**src/rtl/video_timing_gen.sv**
```systemverilog
// Video timing generator: horizontal/vertical counters decoded into
// registered sync, blanking and line/frame start pulses. Every output is
// registered from the same counter state, so all outputs stay mutually
// aligned one cycle behind the counters.
// Optional feature: define VTG_COORD_EN to add the pix_x/pix_y visible
// coordinate outputs; without it those ports and their logic are absent.
module video_timing_gen #(
  parameter int H_SYNC   = 96,
  parameter int H_BACK   = 48,
  parameter int H_ACTIVE = 640,
  parameter int H_FRONT  = 16,
  parameter int V_SYNC   = 2,
  parameter int V_BACK   = 33,
  parameter int V_ACTIVE = 480,
  parameter int V_FRONT  = 10,
  parameter bit HS_POL   = 1'b0,
  parameter bit VS_POL   = 1'b0,
  parameter int CW       = 12
) (
  input  logic          vga_clk,
  input  logic          reset_n,
  input  logic          en,
  output logic          HS,
  output logic          VS,
  output logic          blank_n,
  output logic          line_start,
  output logic          frame_start
`ifdef VTG_COORD_EN
  ,
  output logic [CW-1:0] pix_x,
  output logic [CW-1:0] pix_y
`endif
);

  localparam int H_TOTAL = H_SYNC + H_BACK + H_ACTIVE + H_FRONT;
  localparam int V_TOTAL = V_SYNC + V_BACK + V_ACTIVE + V_FRONT;

  // Totals must fit in the counters; a too-narrow CW stops elaboration.
  if (H_TOTAL >= (1 << CW)) begin : g_h_total_too_wide
    $error("video_timing_gen: H_TOTAL does not fit in CW bits");
  end
  if (V_TOTAL >= (1 << CW)) begin : g_v_total_too_wide
    $error("video_timing_gen: V_TOTAL does not fit in CW bits");
  end

  // Region boundaries, pre-sized to the counter width.
  localparam logic [CW-1:0] H_LAST   = CW'(H_TOTAL - 1);
  localparam logic [CW-1:0] V_LAST   = CW'(V_TOTAL - 1);
  localparam logic [CW-1:0] H_SYNC_E = CW'(H_SYNC);
  localparam logic [CW-1:0] V_SYNC_E = CW'(V_SYNC);
  localparam logic [CW-1:0] H_VIS_LO = CW'(H_SYNC + H_BACK);
  localparam logic [CW-1:0] H_VIS_HI = CW'(H_SYNC + H_BACK + H_ACTIVE);
  localparam logic [CW-1:0] V_VIS_LO = CW'(V_SYNC + V_BACK);
  localparam logic [CW-1:0] V_VIS_HI = CW'(V_SYNC + V_BACK + V_ACTIVE);

  logic [CW-1:0] h_cnt;
  logic [CW-1:0] v_cnt;

  logic hs_d;
  logic vs_d;
  logic vis_d;
  logic line_d;
  logic frame_d;

  // Raster position: h_cnt walks each line, v_cnt steps when a line wraps.
  always_ff @(posedge vga_clk or negedge reset_n) begin
    // NOTE: all clocked state uses non-blocking assignments so every
    // register samples pre-edge values and simulation matches hardware.
    if (!reset_n) begin
      h_cnt <= '0;
      v_cnt <= '0;
    end else if (en) begin
      if (h_cnt == H_LAST) begin
        h_cnt <= '0;
        v_cnt <= (v_cnt == V_LAST) ? '0 : v_cnt + 1'b1;
      end else begin
        h_cnt <= h_cnt + 1'b1;
      end
    end
  end

  // Decode the current counter state into next-cycle output values.
  always_comb begin
    // NOTE: defaults first so every path assigns every signal and no latch
    // is inferred.
    hs_d    = ~HS_POL;
    vs_d    = ~VS_POL;
    vis_d   = 1'b0;
    line_d  = 1'b0;
    frame_d = 1'b0;
    if (h_cnt < H_SYNC_E) hs_d = HS_POL;
    if (v_cnt < V_SYNC_E) vs_d = VS_POL;
    if ((h_cnt >= H_VIS_LO) && (h_cnt < H_VIS_HI) &&
        (v_cnt >= V_VIS_LO) && (v_cnt < V_VIS_HI)) begin
      vis_d = 1'b1;
    end
    if (h_cnt == '0) begin
      line_d  = 1'b1;
      frame_d = (v_cnt == '0);
    end
  end

  // Output registers: load on enabled cycles; while frozen, levels hold
  // and the start pulses drop so they never repeat.
  always_ff @(posedge vga_clk or negedge reset_n) begin
    if (!reset_n) begin
      HS          <= ~HS_POL;
      VS          <= ~VS_POL;
      blank_n     <= 1'b0;
      line_start  <= 1'b0;
      frame_start <= 1'b0;
    end else if (en) begin
      HS          <= hs_d;
      VS          <= vs_d;
      blank_n     <= vis_d;
      line_start  <= line_d;
      frame_start <= frame_d;
    end else begin
      line_start  <= 1'b0;
      frame_start <= 1'b0;
    end
  end

`ifdef VTG_COORD_EN
  // Visible-area coordinates, zero during blanking, aligned with blank_n.
  always_ff @(posedge vga_clk or negedge reset_n) begin
    if (!reset_n) begin
      pix_x <= '0;
      pix_y <= '0;
    end else if (en) begin
      pix_x <= vis_d ? (h_cnt - H_VIS_LO) : '0;
      pix_y <= vis_d ? (v_cnt - V_VIS_LO) : '0;
    end
  end
`endif

endmodule

```
**config.mk**
```make
export PLATFORM = sky130hd
export DESIGN_NAME = video_timing_gen
export DESIGN_NICKNAME = d
export VERILOG_FILES = /design/src/rtl/video_timing_gen.sv
export SDC_FILE = /design/constraint.sdc
export NUM_CORES = 1
export LEC_CHECK = 0
export CAP_MARGIN = 20
export CORE_MARGIN = 4
export CORE_UTILIZATION = 35
export DETAILED_ROUTE_END_ITERATION = 10
export GPL_ROUTABILITY_DRIVEN = 0
export PLACE_DENSITY_LB_ADDON = 0.3
export SYNTH_ARGS = -nofsm -noshare
export SYNTH_HDL_FRONTEND = slang
export SYNTH_SLANG_ARGS = --single-unit
```
**constraint.sdc**
```tcl
create_clock -name vga_clk -period 1.66 [get_ports vga_clk]
set_input_delay 0.249 -clock vga_clk [delete_from_list [all_inputs] [get_ports vga_clk]]
set_output_delay 0.249 -clock vga_clk [all_outputs]
set_load 0.1 [all_outputs]
```
==> results of run 1 <==
-- layout make-up --
| class | count | area share, % |
|---|---|---|
| Timing Repair Buffer | 52 | 21.23 |
| Clock inverter | 1 | 0.2211 |
| Clock buffer | 7 | 4.256 |
| Tap cell | 52 | 2.875 |
| Sequential cell | 29 | 32.17 |
| Inverter | 11 | 1.824 |
| Multi-Input combinational cell | 122 | 37.42 |
-- cell usage in the layout (no fill, tap or decap), drive strengths merged, types with 2 or more instances in the layout --
cell     n
nor3    12
inv     11
dfrtp   27
ha       4
buf     50
a22o     9
dfstp    2
nor4    10
xnor2   10
o21ai   12
nor2    17
nand2   12
a21o     2
nand3    8
and3     2
nor2b    3
clkbuf   7
nand4    4
o22ai    2
a31oi    2
-- path summary, 6_finish.rpt --
path                                       from              endpoint  slack, ps  cells past startpoint
max                        h_cnt[6]$_DFFE_PN0P_  v_cnt[2]$_DFFE_PN0P_         20                      6
min                                     reset_n  h_cnt[4]$_DFFE_PN0P_        350                      2
min reg2reg                      VS$_DFFE_PN1P_        VS$_DFFE_PN1P_        510                      2
min in group vga_clk                         en        VS$_DFFE_PN1P_        470                      4
max reg2reg                h_cnt[6]$_DFFE_PN0P_  v_cnt[2]$_DFFE_PN0P_         20                      6
max in group asynchronous               reset_n        VS$_DFFE_PN1P_       1000                      2
-- sequential cells by signal, summed over array words and instances, names as in the netlist --
register	count
HS	1
v_cnt	12
line_start	1
VS	1
blank_n	1
h_cnt	12
frame_start	1
-- logic make-up (layout without fill, tap and decap cells) --
logic type | after synthesis | in the layout | synth area share (%)
buf+inv | 18 | 71 | 5.399
xor+xnor | 10 | 10 | 5.477
simple gates | 76 | 76 | 26.21
flops | 29 | 29 | 45.54
compound gates | 32 | 32 | 14.24
fa+ha+maj | 4 | 4 | 3.130
-- power by group --
| group | switching (W) | internal, W | leakage [nW] |
|---|---|---|---|
| logic | 0.000248 | 0.000226 | 0.564 |
| registers | 0.0000463 | 0.000776 | 0.377 |
| clock network | 0.000263 | 0.000374 | 0.0542 |
-- critical path, delay by kind of cell (launching register included) --
family	cells	cell delay [ps]
buffers and inverters	2	300
and+or+nand+nor	2	570
DFF	1	380
AOI/OAI and AO/OA	2	270
-- timing repair --
action | in CTS | in global routing
endpoints found under the setup margin | 11 | 17
resized for setup | 8 | 10
buffers inserted | 3 | 3
pin swaps | 1 | 2
-- layer usage --
layer  wire [µm]  up-vias
li1            -      711
met2        1923       28
met1        1667      706
met3         171        7
met4          76        0
met5           0        -
-- through the flow --
step | area (µm²) | hold slack, ps | power, W
detailed placement | 2051 | 498.8 | 0.001289
floorplan | 1605 | -46.59 | 0.001067
global placement | 2051 | 502.8 | 0.001277
CTS | 2196 | 348.3 | 0.001948
finish | 2263 | 350.0 | 0.001933
global route | 2263 | 379.0 | 0.002038
==> run_results.csv, run 1 <==
group,metric,value,unit
run_status,status,"completed",
timing,min_period_over_period,99.10,%
die,die_w,75.59,µm
global_routing,grt_pass1_wl,6637,µm
synth,syn_nets,176,
global_routing,grt_pass1_vias,1489,
drt,drtAntennaViolNets,0,
global_routing,use_met2,26.08,%
synth,synth_common_cells,"dfrtp_1, nor2_1, nand2_1, nor3_1, inv_1",
global_routing,use_met1,18.98,%
synth,yosysMostFrequentCell,"dfrtp_1",
clock_network,h-tree-depth,2,
drt,drt_iter0_drc,48,
timing,setup_ws,15.01,ps
synth,synth_top_area_share,42.25,%
setup_path,critPathMaxStageDelay,420,ps
synth,syn_area,1599,µm²
timing,max_slew_margin,75.22,%
die,io_pins,8,
die,die_y,75.59,µm
synth,syn-mean-instance-area,9.462,µm²
clock_network,cts_made_buffers,5,
setup_path,end_kind,"register",
clock_network,cts_root_buf,"clkbuf_8",
synth,synthFlopType,"dfrtp_1",
die,die_area,5714,µm²
synth,synth_cell_types,39,
final_layout,nFillCells,384,
timing,skew,9.187,ps
place,dp_hpwl,2848,µm
global_routing,grt_max_degree,30,
drt,vias,1452,
drt,wl_per_cell,14.01,µm
global_routing,overflow,0,
clock_network,clock_path_buffers,2,
final_layout,drive_above_1_share,36.94,%
power,p_per_area,854.2,nW/µm²
final_layout,multi_input_area,847.1,µm²
drt,viasPerCell,5.299,
global_routing,antenna_found_initial,0,
setup_path,crit_path_top_delay_cell,"or3_4",
synth,yosysSeqAreaShare,45.54,%
clock_network,clk_latency,280,ps
setup_path,path_max_fanout,10,
clock_network,cts.clk_slew.worst_paths,70,ps
synth,synth_edf_count,0,
die,rows,24,
synth,synth_cells,169,
die,core,4384,µm²
clock_network,cts.sinks,29,
timing,setup_viol,0,
power,leakagePower,0.9952,nW
setup_path,crit_chain,"or3_4, nor4_4, buf_6, buf_12, o21ai_2, a22o_1",
setup_path,arrival,1810,ps
setup_path,path_class,"reg -> reg",
timing,hold_viol_final,0,
final_layout,fin_nets,228,
timing,max_freq,607.9,MHz
final_layout,area_growth,41.55,%
setup_path,required,1820,ps
global_routing,grt-busiest-layer,"met2",
final_layout,ff_latch_area,728.2,µm²
final_layout,fin_util,51.63,%
die,start_util,36.47,%
synth,synth_area_leader_cell,"dfrtp_1",
final_layout,final_cells,274,
synth,ys.warnings.count,0,
timing,fin_crit,1645,ps
place,dpl.cell_count,260,
job,max_cap_violations,0,
timing,tightest_slew,371.7,ps
global_routing,grtUsageMet3,4.485,%
timing,slew_viol_final,0,
synth,synthArstFlopShare,100.0,%
place,preCtsSetupSlack,-323.1,ps
clock_network,cts_tree,"built",
place,port_buffers,7,
synth,netlist_top_cells_area,"dfrtp_1, xnor2_1, nor2_1",
timing,rsz0062_at_grt,"yes",
global_routing,grt_use_total,15.54,%
timing,fin_tns_setup,0,ps
clock_network,cts_hold_buf,0,
drt,wirelength,3839,µm
setup_path,worstSetupStartpointType,"register",
power,ir_drop,0.4561,mV
drt,drt_pass1_iterations,4,
final_layout,antenna_cells,0,
drt,drc,0,
hold_path,hold_path_class,"in -> async",
synth,yosys_register_bits,29,
No activity file was read; power rests on OpenSTA's default activity.
==> run 2, diff against run 1 <==
--- a/config.mk
+++ b/config.mk
@@ -7,7 +7,7 @@
 export LEC_CHECK = 0
 export CAP_MARGIN = 20
 export CORE_MARGIN = 4
-export CORE_UTILIZATION = 35
+export CORE_UTILIZATION = 40
 export DETAILED_ROUTE_END_ITERATION = 10
 export GPL_ROUTABILITY_DRIVEN = 0
 export PLACE_DENSITY_LB_ADDON = 0.3
==> run_results.csv, run 2 (same netlist as run 1, synthesis figures left out) <==
group,metric,value,unit
drt,drtAntennaViolNets,0,
final_layout,antenna_cells,0,
clock_network,cts_made_buffers,5,
power,p_sw,0.0005618,W
clock_network,cts.sinks,29,
place,dp_hpwl,2673,µm
die,io_pins,8,
timing,tightest_slew,382.4,ps
power,pwr-share-comb,24.4,%
die,start_util,42.40,%
final_layout,reg_top3,"h_cnt: 12 flops, v_cnt: 12 flops",
final_layout,fin_util,61.55,%
timing,slew_viol_final,0,
global_routing,grt_use_total,16.93,%
power,p_per_area,890.0,nW/µm²
place,preCtsSetupSlack,-326.4,ps
power,leakagePower,1.000,nW
final_layout,drive_above_1_share,37.10,%
run_status,status,"finished, violations left",
final_layout,nFillCells,281,
clock_network,cts_root_buf,"clkbuf_8",
timing,hold_viol_final,0,
setup_path,path_max_fanout,6,
drt,drt_iter0_drc,90,
clock_network,cts.clk_slew.worst_paths,60,ps
drt,wirelength,4010,µm
timing,rsz0062_at_grt,"yes",
drt,vias,1470,
global_routing,overflow,0,
timing,whs,354.5,ps
global_routing,antenna_found_initial,0,
clock_network,h-tree-depth,2,
final_layout,final_common_cell,"buf_4",
timing,fin_crit,1677,ps
power,internal-power,0.001504,W
timing,fin_tns_setup,-17.00,ps
clock_network,cts_tree,"built",
global_routing,grt_pass1_vias,1487,
power,power_frac_clock,36.0,%
setup_path,end_kind,"register",
setup_path,worstSetupStartpointType,"register",
power,p_sw_share,27.20,%
drt,drt_pass1_iterations,4,
final_layout,area_growth,45.15,%
global_routing,grt_pass1_wl,6748,µm
power,p_total,0.002066,W
timing,max_freq,596.3,MHz
die,die_area,5073,µm²
die,core,3771,µm²
drt,viasPerCell,5.465,
timing,skew,3.700,ps
die,rows,22,
timing,setup_ws,-17.00,ps
setup_path,path_class,"reg -> reg",
timing,setup_viol,1,
setup_path,arrival,1840,ps
clock_network,clock_path_buffers,2,
drt,wl_per_cell,14.91,µm
power,ir_drop,0.5559,mV
run_status,violations,"negative setup slack",
die,die_w,71.23,µm
timing,max_slew_margin,74.51,%
place,port_buffers,7,
timing,min_period_over_period,101.0,%
setup_path,required,1830,ps
hold_path,hold_path_class,"in -> async",
drt,drc,0,
job,max_cap_violations,0,
die,die_y,71.23,µm
clock_network,clk_latency,280,ps
final_layout,fin_nets,227,
global_routing,grt_max_degree,30,
final_layout,final_cell_mix,"buf_4, dfrtp_1, nor2_1",
power,pwr-share-seq,39.6,%
## run 2: worst paths after layout
kind                       cells past startpoint                    to                  start  slack (ps)
min in group vga_clk                           4        VS$_DFFE_PN1P_                     en         460
min reg2reg                                    2        VS$_DFFE_PN1P_         VS$_DFFE_PN1P_         510
max                                            5  v_cnt[9]$_DFFE_PN0P_  v_cnt[11]$_DFFE_PN0P_         -20
max reg2reg                                    5  v_cnt[9]$_DFFE_PN0P_  v_cnt[11]$_DFFE_PN0P_         -20
min                                            2  v_cnt[8]$_DFFE_PN0P_                reset_n         350
max in group asynchronous                      2        HS$_DFFE_PN1P_                reset_n         990
## run 2: worst max-delay path: stages, from the launching register on
cell     delay, ps
dfrtp_1        430
nor3_1         340
and3_4         260
buf_8          130
o21ai_0        120
a22o_2         280
## run 2: final cells by class
type                            count  area (µm²)  share of cell area [%]
Tap cell                           48       60.06                   2.588
Timing Repair Buffer               50       464.2                   20.00
Clock inverter                      1       30.03                   1.294
Inverter                           11       41.29                   1.779
Clock buffer                        7       86.33                   3.720
Multi-Input combinational cell    123       910.9                   39.25
Sequential cell                    29       728.2                   31.37
## run 2: timing repair
item,4_1_cts,5_1_grt
pin swaps,0,2
resized for setup,5,25
hold endpoints to repair,0,0
setup endpoints to repair,12,16
buffers inserted,0,3
hold buffers,0,0
cloned,1,1
## run 2: per-stage QoR
| stage | instance area (µm²) | std cells |
|---|---|---|
| after floorplan | 1605 | 169 |
| after detailed placement | 2033 | 256 |
| after global placement | 2033 | 256 |
| final | 2321 | 269 |
| after CTS | 2182 | 265 |
| after global routing | 2321 | 269 |
## run 2: metal layers
layer  track usage (%)  up-vias  routed length (µm)
li1                  -      710                   -
met1             22.04      722                1756
met2             26.43       31                2001
met3             4.909        7                 160
met4             6.889        0                  91
met5                 0        -                   0
## run 2: power groups by stage
stage / Clock [W] / Sequential [W] / Combinational [W]
finish: 0.000744 / 0.000817 / 0.000504
detailed placement: 0 / 0.000825 / 0.000462
global route: 0.000801 / 0.000824 / 0.000560
floorplan: 0 / 0.000890 / 0.000177
global placement: 0 / 0.000824 / 0.000450
CTS: 0.000771 / 0.000814 / 0.000467
